--- src/rtl/collision_detect.sv ---
// ============================================================================
//  Module   : collision_detect
//  Purpose  : Counts opaque pixels shared by the obstacle and dino layers each
//             frame and ends the game after HIT_FRAMES consecutive hits.
//             Optional overlap highlight: define COLLISION_MASK_EN.
//  Revision : 1.0 - initial release
// ============================================================================
`default_nettype none

module collision_detect #(
    parameter int          H_LAST     = 639,
    parameter int          V_LAST     = 479,
    parameter logic [11:0] TRANSP     = 12'hFFF,
    parameter int          THRESH     = 4,
    parameter int          HIT_FRAMES = 2
) (
    input  logic        clk,
    input  logic        rst,
    input  logic        rdn,
    input  logic [9:0]  col_addr,
    input  logic [8:0]  row_addr,
    input  logic [11:0] obs_px,
    input  logic [11:0] dino_px,
    input  logic        start,
    output logic        running,
    output logic        game_over,
    output logic        hit,
    output logic [15:0] frame_cnt,
    output logic [11:0] mask_px
);

    localparam logic [1:0]  c_IDLE   = 2'd0;
    localparam logic [1:0]  c_RUN    = 2'd1;
    localparam logic [1:0]  c_OVER   = 2'd2;
    localparam logic [9:0]  c_H_LAST = H_LAST[9:0];
    localparam logic [8:0]  c_V_LAST = V_LAST[8:0];
    localparam logic [15:0] c_THRESH = THRESH[15:0];
    localparam logic [3:0]  c_HIT    = HIT_FRAMES[3:0];

    logic        r_rdn_q;
    logic [9:0]  r_col_q;
    logic [8:0]  r_row_q;
    logic [11:0] r_obs_q;
    logic [11:0] r_dino_q;
    logic        r_ov;
    logic        r_fstart;
    logic        r_fend;
    logic [1:0]  r_state;
    logic [15:0] r_acc;
    logic [3:0]  r_consec;
    logic        r_armed;
    logic        r_hit;
    logic [15:0] r_frame_cnt;

    logic [15:0] w_base;
    logic [16:0] w_sum;
    logic [15:0] w_total;
    logic [3:0]  w_consec_nxt;
    logic        w_armed_now;

    // A frame-start pixel opens a fresh frame, so it is added to zero.
    assign w_base       = r_fstart ? 16'd0 : r_acc;
    assign w_sum        = {1'b0, w_base} + {16'd0, r_ov};
    assign w_total      = w_sum[16] ? 16'hFFFF : w_sum[15:0];
    assign w_consec_nxt = r_consec + 4'd1;
    assign w_armed_now  = r_armed | r_fstart;

    always_ff @(posedge clk) begin
        if (rst) begin
            r_rdn_q     <= 1'b1;
            r_col_q     <= 10'd0;
            r_row_q     <= 9'd0;
            r_obs_q     <= TRANSP;
            r_dino_q    <= TRANSP;
            r_ov        <= 1'b0;
            r_fstart    <= 1'b0;
            r_fend      <= 1'b0;
            r_state     <= c_IDLE;
            r_acc       <= 16'd0;
            r_consec    <= 4'd0;
            r_armed     <= 1'b0;
            r_hit       <= 1'b0;
            r_frame_cnt <= 16'd0;
        end else begin
            r_rdn_q  <= rdn;
            r_col_q  <= col_addr;
            r_row_q  <= row_addr;
            r_obs_q  <= obs_px;
            r_dino_q <= dino_px;
            r_ov     <= ~r_rdn_q & (r_obs_q != TRANSP) & (r_dino_q != TRANSP);
            r_fstart <= ~r_rdn_q & (r_col_q == 10'd0) & (r_row_q == 9'd0);
            r_fend   <= ~r_rdn_q & (r_col_q == c_H_LAST) & (r_row_q == c_V_LAST);
            r_hit    <= 1'b0;

            // start overrides everything, including a coincident frame end
            if (start) begin
                r_state  <= c_RUN;
                r_acc    <= 16'd0;
                r_consec <= 4'd0;
                r_armed  <= 1'b0;
            end else begin
                case (r_state)
                    c_IDLE: begin
                        r_acc    <= 16'd0;
                        r_consec <= 4'd0;
                        r_armed  <= 1'b0;
                    end
                    c_RUN: begin
                        if (w_armed_now) begin
                            r_armed <= 1'b1;
                            if (r_fend) begin
                                r_frame_cnt <= w_total;
                                r_acc       <= 16'd0;
                                if (w_total >= c_THRESH) begin
                                    r_consec <= w_consec_nxt;
                                    if (w_consec_nxt == c_HIT) begin
                                        r_state <= c_OVER;
                                        r_hit   <= 1'b1;
                                    end
                                end else begin
                                    r_consec <= 4'd0;
                                end
                            end else begin
                                r_acc <= w_total;
                            end
                        end
                    end
                    c_OVER: begin
                    end
                    default: r_state <= c_IDLE;
                endcase
            end
        end
    end

    assign running   = (r_state == c_RUN);
    assign game_over = (r_state == c_OVER);
    assign hit       = r_hit;
    assign frame_cnt = r_frame_cnt;

`ifdef COLLISION_MASK_EN
    assign mask_px = (r_ov && ((r_state == c_RUN) || (r_state == c_OVER))) ? 12'h00F : TRANSP;
`else
    assign mask_px = TRANSP;
`endif

endmodule

`default_nettype wire

--- config.mk ---
export PLATFORM = sky130hd
export DESIGN_NAME = collision_detect
export DESIGN_NICKNAME = d
export VERILOG_FILES = /design/src/rtl/collision_detect.sv
export SDC_FILE = /design/constraint.sdc
export NUM_CORES = 1
export LEC_CHECK = 0
export ABC_AREA = 1
export CELL_PAD_IN_SITES_DETAIL_PLACEMENT = 1
export CELL_PAD_IN_SITES_GLOBAL_PLACEMENT = 1
export CORE_ASPECT_RATIO = 0.9
export CORE_MARGIN = 4
export CORE_UTILIZATION = 34
export DETAILED_ROUTE_END_ITERATION = 12
export PLACE_DENSITY = 0.8
export SLEW_MARGIN = 0
export SYNTH_ARGS = -nofsm -noshare
export SYNTH_HDL_FRONTEND = slang
export SYNTH_SLANG_ARGS = --single-unit
--- constraint.sdc ---
create_clock -name clk -period 2.2 [get_ports clk]
set_input_delay 0.44 -clock clk [delete_from_list [all_inputs] [get_ports clk]]
set_output_delay 0.44 -clock clk [all_outputs]
set_load 0.02 [all_outputs]
; Yosys cells after proc, flatten, opt, wreduce, memory -nomap -nowiden
; Cells that the tools add are included.
[word_totals]
register_bits = 87
in_bits = 47
latch_bits = 0
word_cells = 78
mem_bits_ro = 0
ram_bits = 0
memories = 0
[classes]
n_div = 0
bitwise_logic = 14
mul = 0
n_shift = 0
reduce_logical = 12
mux = 18
order_cmp = 1
n_addsub = 2
n_eq_ne = 16
[ops]
columns = operator, n
row1 = $mux 16, 4
row2 = $pmux 16 s2, 1
row3 = $ne 12x12->1 const B, 2
row4 = $add 16x1->17, 1
row5 = $ge 16x3->1 const B, 1
row6 = $mux 4, 3
row7 = $ne 3x2->1 const B, 4
row8 = $eq 10x10->1 const B, 1
row9 = $logic_not 10->1, 1
row10 = $ne 2x1->1 const B, 5
row11 = $reduce_and 5->1, 2
row12 = $eq 9x9->1 const B, 1
row13 = $logic_not 9->1, 1
row14 = $mux 2, 4
row15 = $pmux 4 s2, 1
row16 = $not 1->1, 7
row17 = $and 1x1->1, 6
row18 = $reduce_or 6->1, 1
row19 = $add 4x1->4 const B, 1
row20 = $eq 4x2->1 const B, 1
row21 = $pmux 2 s2, 1
row22 = $reduce_and 4->1, 1
row23 = $reduce_or 2->1, 2
row24 = $mux 1, 3
row25 = 8 further kinds, 8

; Longest topological paths before layout
; Gate-level depths: netlist of run 1.
[depth]
word_depth = 9
depth_mapped = 18
mapped_depth_nobuf = 17

; Worst setup path after synthesis of run 1
; OpenSTA, ideal clock, no wires.
[synth_path]
kind = register to register
from = register r_fstart
to = register r_state[0]
path_slack_ns = 0.054
t_arrival_ns = 2.079
stages_incl_launch_ff = 19
required_ns = 2.132
cell_sequence = dfxtp_1 inv_4 buf_12 nand2_2 inv_1 ha_1 nand2_1 nor2_4 nand2_2 inv_2 nand2_4 nand3_1 nor2_1 nand2_1 nor2_4 nand2_4 nand2_4 nand2_2 a21oi_2
[synth_between]
elab_chain_len = 6
[synth_rtl]
columns = element, line_no
row1 = "start, declared", 46  ; logic r_fstart;
row2 = "start signal, assigned", 91  ; r_fstart <= ~r_rdn_q & (r_col_q == 10'd0) & (r_row_q == 9'd0);
row3 = $mux 16, 62  ; assign w_base = r_fstart ? 16'd0 : r_acc;
row4 = $add 16x1->17, 63  ; assign w_sum = {1'b0, w_base} + {16'd0, r_ov};
row5 = $mux 16, 64  ; assign w_total = w_sum[16] ? 16'hFFFF : w_sum[15:0];
row6 = $ge 16x3->1, 114  ; if (w_total >= c_THRESH) begin
row7 = $ne 3x2->1 (no line), -
row8 = $reduce_and 5->1 (no line) (*), -
row9 = "end signal, assigned", 78  ; r_state <= c_IDLE;
row10 = "end signal, assigned", 117  ; r_state <= c_OVER;
row11 = "end signal, assigned", 130  ; default: r_state <= c_IDLE;
row12 = "end, declared", 48  ; logic [1:0] r_state;
; Mark *: on every way between the ends. The rest lies on a longest branch, timed or not.
; A chain may end at the register's enable or synchronous reset.

; Worst setup path after layout of run 1
; Same ends and word-level chain as after synthesis.

==> impl_metrics.tcl, run 1 <==
set metrics [dict create \
    cp_top_family "simple AND/OR/NAND/NOR gates" \
    r2r_start "r_fstart" \
    die_area_sq_um 13200 \
    row_count 36 \
    rsz0062_at_grt "yes" \
    antenna_found_initial 0 \
    ys_seq_area_frac 0.447 \
    clkTransAtPathRegs_ns 0.07 \
    die_w_um 121 \
    failed_checks "setup timing" \
    total_power_mw 3.48 \
    synth-main-ff-cell "dfxtp_1" \
    core-area_sq_um 11000 \
    layout.nets 640 \
    syn2layout_area_growth_pct 36.2 \
    status "finished with violations" \
    dp_hpwl_um 8230 \
    worstPathRequired_ns 2.48 \
    htreeDepth 3 \
    register_area_sq_um 1750 \
    worst-path-buf-inv 3 \
    ir_drop_uv 346 \
    grt_max_degree 32 \
    finalMaxSlewViolations 0 \
    grt_pass1_wl_um 18500 \
    via_per_inst 4.78 \
    synth_enable_flop_cells 0 \
    clk_latency_ns 0.34 \
    cts_tree "built" \
    cts_sinks 87 \
    finalWirelength_um 11800 \
    cts_root_buf "clkbuf_16" \
    drt_drc_violations_left 0 \
    timing.rr.end "r_state[0]" \
    cap_violations 0 \
    synth.cell_area_sq_um 3890 \
    port_buffers 65 \
    worst_slew_pin_slew_ns 0.633 \
    hp-class "register to register" \
    syn_avg_cell_area_sq_um 7.77 \
    leakagePower_nw 2.30 \
    globalplace.congestion 0.864 \
    worstPathMaxFanout 7 \
    antenna_left 0 \
    hold_viol 0 \
    worst_slack_ns -0.0154 \
    diodes 0 \
    startpoint_type "register" \
    final_cell_mix "dfxtp_1 (85), clkdlybuf4s50_1 (65), nor2_1 (59), nand2_1 (59), inv_1 (56)" \
    hp-start "r_col_q[0]" \
    layout-drive-gt1-share 0.256 \
    slowest_stage "dfxtp_4" \
    dr_total_vias 3563 \
    maxSlewHeadroom 0.578 \
    ys_seq_elements 87 \
    critical_path_arrival_ns 2.49 \
    holdPathEnd "r_fend" \
    powerDensity_nw_per_um2 656 \
    synthArstFlopShare 0 \
    wl_per_cell_um 15.9 \
    fin_crit_sh 1.01 \
    fmax_mhz 451 \
    multi_input_area_sq_um 1890 \
    critPathMaxStageDelay_ns 0.36 \
    grtUsageTotal 0.176 \
    hold_path_depth 2 \
    cts-hold-fix-buffers 0 \
    grt_pass1_vias 3836 \
    setup.worst_path.class "register to register" \
    fin_skew_ns 0.00611 \
    fill_cells 1342 \
    endpoint_kind "register" \
    die_y_um 110 \
    path_common_cell "nand2_4" \
    first_pass_iters 4 \
    period_needed_ns 2.22 \
    final_common_cell "dfxtp_1" \
    overflow 0 \
    r2r_setup_slack_ns -0.02 \
    initial_core_util 0.354 \
    cts_made_buffers 9 \
    yosys_warnings 0 \
    netlist_instances 501 \
    tns_ns -0.0154 \
    io_pins 78 \
    worstRegToRegCells 17 \
    setup_violations 1 \
    drtIter0Drc 159 \
    synth_cell_types 34 \
    crit_chain "buf_6 > inv_6 > nand2_4 > inv_2 > ha_4 > nand2_4 > nor2_4 > nand3_2 > nand2_2 > nand3_2 > nor2_1 > nand2_1 > nor2_4 > nand2_4 > nand2_4 > nand2_2 > a21oi_2" \
    cts_max_path_buffers 2 \
]
flip-flops by register name, indices dropped and copies added, names as in the netlist:
| signal | cells |
|---|---|
| r_fend | 1 |
| r_fstart | 1 |
| r_row_q | 9 |
| r_state | 2 |
| r_acc | 16 |
| r_ov | 1 |
| frame_cnt | 16 |
| r_obs_q | 12 |
| r_col_q | 10 |
| r_armed | 1 |
| r_rdn_q | 1 |
| r_dino_q | 12 |
| hit | 1 |
| r_consec | 4 |
synthesized netlist by cell type, types with 4 or more instances:
| master | instances | area (sq um) |
|---|---|---|
| dfxtp_1 | 87 | 1740 |
| nand2_1 | 68 | 255 |
| nor2_1 | 63 | 236 |
| inv_1 | 59 | 221 |
| or2_2 | 28 | 175 |
| a21oi_1 | 24 | 120 |
| nand3_1 | 23 | 115 |
| o21ai_0 | 22 | 110 |
| nand4_1 | 17 | 106 |
| nand2_2 | 13 | 81.3 |
| buf_4 | 12 | 90.1 |
| clkbuf_1 | 11 | 41.3 |
| inv_2 | 10 | 37.5 |
| nor3_1 | 10 | 50.1 |
| nor2_4 | 8 | 90.1 |
| nor2_2 | 7 | 43.8 |
| nand3_2 | 5 | 50.1 |
| ha_1 | 4 | 50.1 |
area by class of cell:
class                   count  share of cell area
clock buffers               9              0.0425
clock inverters             7              0.0179
inverters                  70              0.0505
multi-input cells         328               0.357
flip-flops and latches     87               0.329
well taps                 152              0.0359
repair buffers             93               0.167
through the flow:
step | utilization | hold slack [ns] | instances | cell area [sq um] | setup slack (ns)
floorplan | - | 0.429 | 512 | 3940 | 0.0536
global placement | 0.431 | 0.441 | 721 | 4740 | 0.0398
detailed placement | 0.431 | 0.461 | 721 | 4740 | -0.127
CTS | 0.464 | 0.474 | 739 | 5100 | 0.0199
global route | 0.482 | 0.517 | 746 | 5300 | -0.137
finish | 0.482 | 0.470 | 746 | 5300 | -0.0154
routing by layer:
layer  GRT usage  up-vias  routed length (um)
met5           0        -                   0
met4      0.0469        0                 185
met3      0.0473       19                 608
met2       0.333       93                6370
met1       0.196     1715                4670
li1            -     1736                   -
worst reg2reg max path, delay by kind of cell (launching register included):
family	cells	cell delay, ns
AOI/OAI and AO/OA	1	0.11
adders and majority gates	1	0.14
buffers and inverters	3	0.25
DFF	1	0.36
and+or+nand+nor	12	1.28
power breakdown:
group	switching [mW]	internal, mW
combinational	0.0970	0.111
clock	0.713	0.918
sequential	0.0191	1.62
worst max-delay path by stage:
stage	start	end	slack [ns]	cells past startpoint
finish	r_fstart	r_state[0]	-0.02	17
global route	r_acc[0]	r_state[0]	-0.14	16
CTS	r_fstart	r_state[0]	0.02	17
detailed placement	r_acc[0]	r_state[0]	-0.13	16
global placement	r_acc[0]	r_state[0]	0.04	16
floorplan	r_fstart	r_state[0]	0.05	18
cells by family (layout without fill, tap and decap cells):
group,count (synthesis),count (layout),synth area share
AO/OA/AOI/OAI,53,53,0.0704
XOR/XNOR,3,3,0.00675
adder cells (fa/ha/maj),4,4,0.0129
buffers and inverters,97,179,0.113
flip-flops,87,87,0.447
other,1,12,0.000963
AND/OR/NAND/NOR,256,256,0.348
timing repair:
item / in CTS / in global routing
setup buffers: 2 / 8
pin swaps: 6 / 16
resized for setup: 6 / 40
endpoints found under the setup margin: 7 / 8
Power figures use the tool's default switching activity.
==> run 2, diff against run 1 <==
--- a/config.mk
+++ b/config.mk
@@ -11,8 +11,10 @@
 export CORE_ASPECT_RATIO = 0.9
 export CORE_MARGIN = 4
 export CORE_UTILIZATION = 34
+export CTS_CLUSTER_SIZE = 14
 export DETAILED_ROUTE_END_ITERATION = 12
 export PLACE_DENSITY = 0.8
+export SKIP_LAST_GASP = 1
 export SLEW_MARGIN = 0
 export SYNTH_ARGS = -nofsm -noshare
 export SYNTH_HDL_FRONTEND = slang
==> impl_metrics.tcl, run 2 (synthesis results as in run 1) <==
set metrics [dict create \
    grt_pass1_vias 3836 \
    leakagePower_nw 2.29 \
    post-route-util 0.482 \
    cts_made_buffers 9 \
    grtUsageTotal 0.176 \
    worst_slack_ns -0.0372 \
    die_y_um 110 \
    final_common_cell "dfxtp_1" \
    total_power_mw 3.48 \
    r2r_start "r_fstart" \
    startpoint_type "register" \
    globalplace.congestion 0.864 \
    stdcell_count 746 \
    drt_drc_violations_left 0 \
    critical_path_arrival_ns 2.52 \
    hold_path_depth 2 \
    antenna_found_initial 0 \
    timing.rr.end "r_state[0]" \
    final_area_sq_um 5300 \
    hp-class "register to register" \
    place_ws_ns -0.127 \
    worst_slew_pin_slew_ns 0.593 \
    grt_use_met2 0.333 \
    fin_crit_sh 1.02 \
    register_area_sq_um 1750 \
    wl_per_cell_um 15.7 \
    layout-drive-gt1-share 0.254 \
    setup_violations 2 \
    rsz0062_at_grt "yes" \
    die_area_sq_um 13200 \
    slowest_stage "dfxtp_4" \
    clk_latency_ns 0.35 \
    crit_chain "buf_6 > inv_4 > nand2_4 > inv_2 > ha_4 > nand2_4 > nor2_4 > nand3_2 > nand2_2 > nand3_2 > nor2_1 > nand2_1 > nor2_4 > nand2_4 > nand2_4 > nand2_2 > a21oi_2" \
    cts_max_path_buffers 2 \
    grt_pass1_wl_um 18500 \
    tns_ns -0.0413 \
    cts_sinks 87 \
    initial_core_util 0.354 \
    setup.worst_path.class "register to register" \
    port_buffers 65 \
    ir_drop_uv 347 \
    cts_root_buf "clkbuf_16" \
    core-area_sq_um 11000 \
    endpoint_kind "register" \
    diodes 0 \
    multi_input_area_sq_um 1890 \
    layout.nets 640 \
    io_pins 78 \
    die_w_um 121 \
    place_area_sq_um 4740 \
    via_per_inst 4.79 \
    period_needed_ns 2.24 \
    worstPathMaxFanout 7 \
    maxSlewHeadroom 0.604 \
    powerDensity_nw_per_um2 657 \
    hold_viol 0 \
    worstRegToRegCells 17 \
    hp-start "r_col_q[0]" \
    finalWirelength_um 11700 \
    dr_total_vias 3571 \
    grt_use_met1 0.196 \
    dp_hpwl_um 8230 \
    use_met3 0.0473 \
    finalMaxSlewViolations 0 \
    fill_cells 1340 \
    holdPathEnd "r_fend" \
    fmax_mhz 447 \
    syn2layout_area_growth_pct 36.0 \
    cts_tree "built" \
    cts-hold-fix-buffers 0 \
    busiest_layer "met2" \
    antenna_left 0 \
    status "finished with violations" \
    row_count 36 \
    critPathMaxStageDelay_ns 0.36 \
    fin_skew_ns 0.00557 \
    first_pass_iters 4 \
    path_common_cell "nand2_4" \
    cap_violations 0 \
    overflow 0 \
    worstPathRequired_ns 2.48 \
    hold_ws_ns 0.469 \
    drtIter0Drc 172 \
    post-place-cells 721 \
    r2r_setup_slack_ns -0.04 \
    final_cell_mix "dfxtp_1 (85), clkdlybuf4s50_1 (65), nor2_1 (59), nand2_1 (59), inv_1 (56)" \
    clkTransAtPathRegs_ns 0.07 \
    htreeDepth 3 \
    failed_checks "setup timing" \
    grt_max_degree 32 \
]
==> run 2: cell counts in the layout (fill, tap and decap cells not counted) <==
Identical to the previous run, type by type.
==> run 2: metal layers <==
metal | wire length, um | part of all wire
met5 | 0 | 0
met1 | 4670 | 0.40
met3 | 575 | 0.049
met4 | 201 | 0.017
met2 | 6300 | 0.54
==> run 2: worst max path at each step <==
stage	startpoint	slack, ns	end	cells past startpoint
6_report	r_fstart	-0.04	r_state[0]	17
5_1_grt	r_acc[0]	-0.14	r_state[0]	16
4_1_cts	r_fstart	0.02	r_state[0]	17
3_5_place_dp	r_acc[0]	-0.13	r_state[0]	16
3_3_place_gp	r_acc[0]	0.04	r_state[0]	16
2_1_floorplan	r_fstart	0.05	r_state[0]	18
==> run 2: where the power goes <==
group	total [mW]	internal, mW	switching, mW	leakage (nW)
clock network	1.63	0.918	0.716	0.158
logic	0.207	0.111	0.0960	1.42
registers	1.64	1.62	0.0191	0.715
total	3.48	2.65	0.831	2.29
==> run 2: cell type report <==
| type | instances | area share |
|---|---|---|
| inverters | 70 | 0.0501 |
| clock inverters | 7 | 0.0180 |
| flip-flops and latches | 87 | 0.330 |
| clock buffers | 9 | 0.0425 |
| well taps | 152 | 0.0359 |
| multi-input cells | 328 | 0.357 |
| repair buffers | 93 | 0.167 |
==> run 2: timing repair <==
item / 4_1_cts / 5_1_grt
endpoints found under the hold margin: 0 / 0
cloned: 0 / 0
resized for setup: 6 / 38
setup buffers: 2 / 8
setup endpoints to repair: 7 / 8
pin swaps: 6 / 16
==> run 2: worst max-delay path: cells and delay by family, from the launching register on <==
kind	cells	cell delay, ns
AND/OR/NAND/NOR	12	1.30
flip-flops	1	0.36
buffers and inverters	3	0.25
AO/OA/AOI/OAI	1	0.11
adder cells (fa/ha/maj)	1	0.14
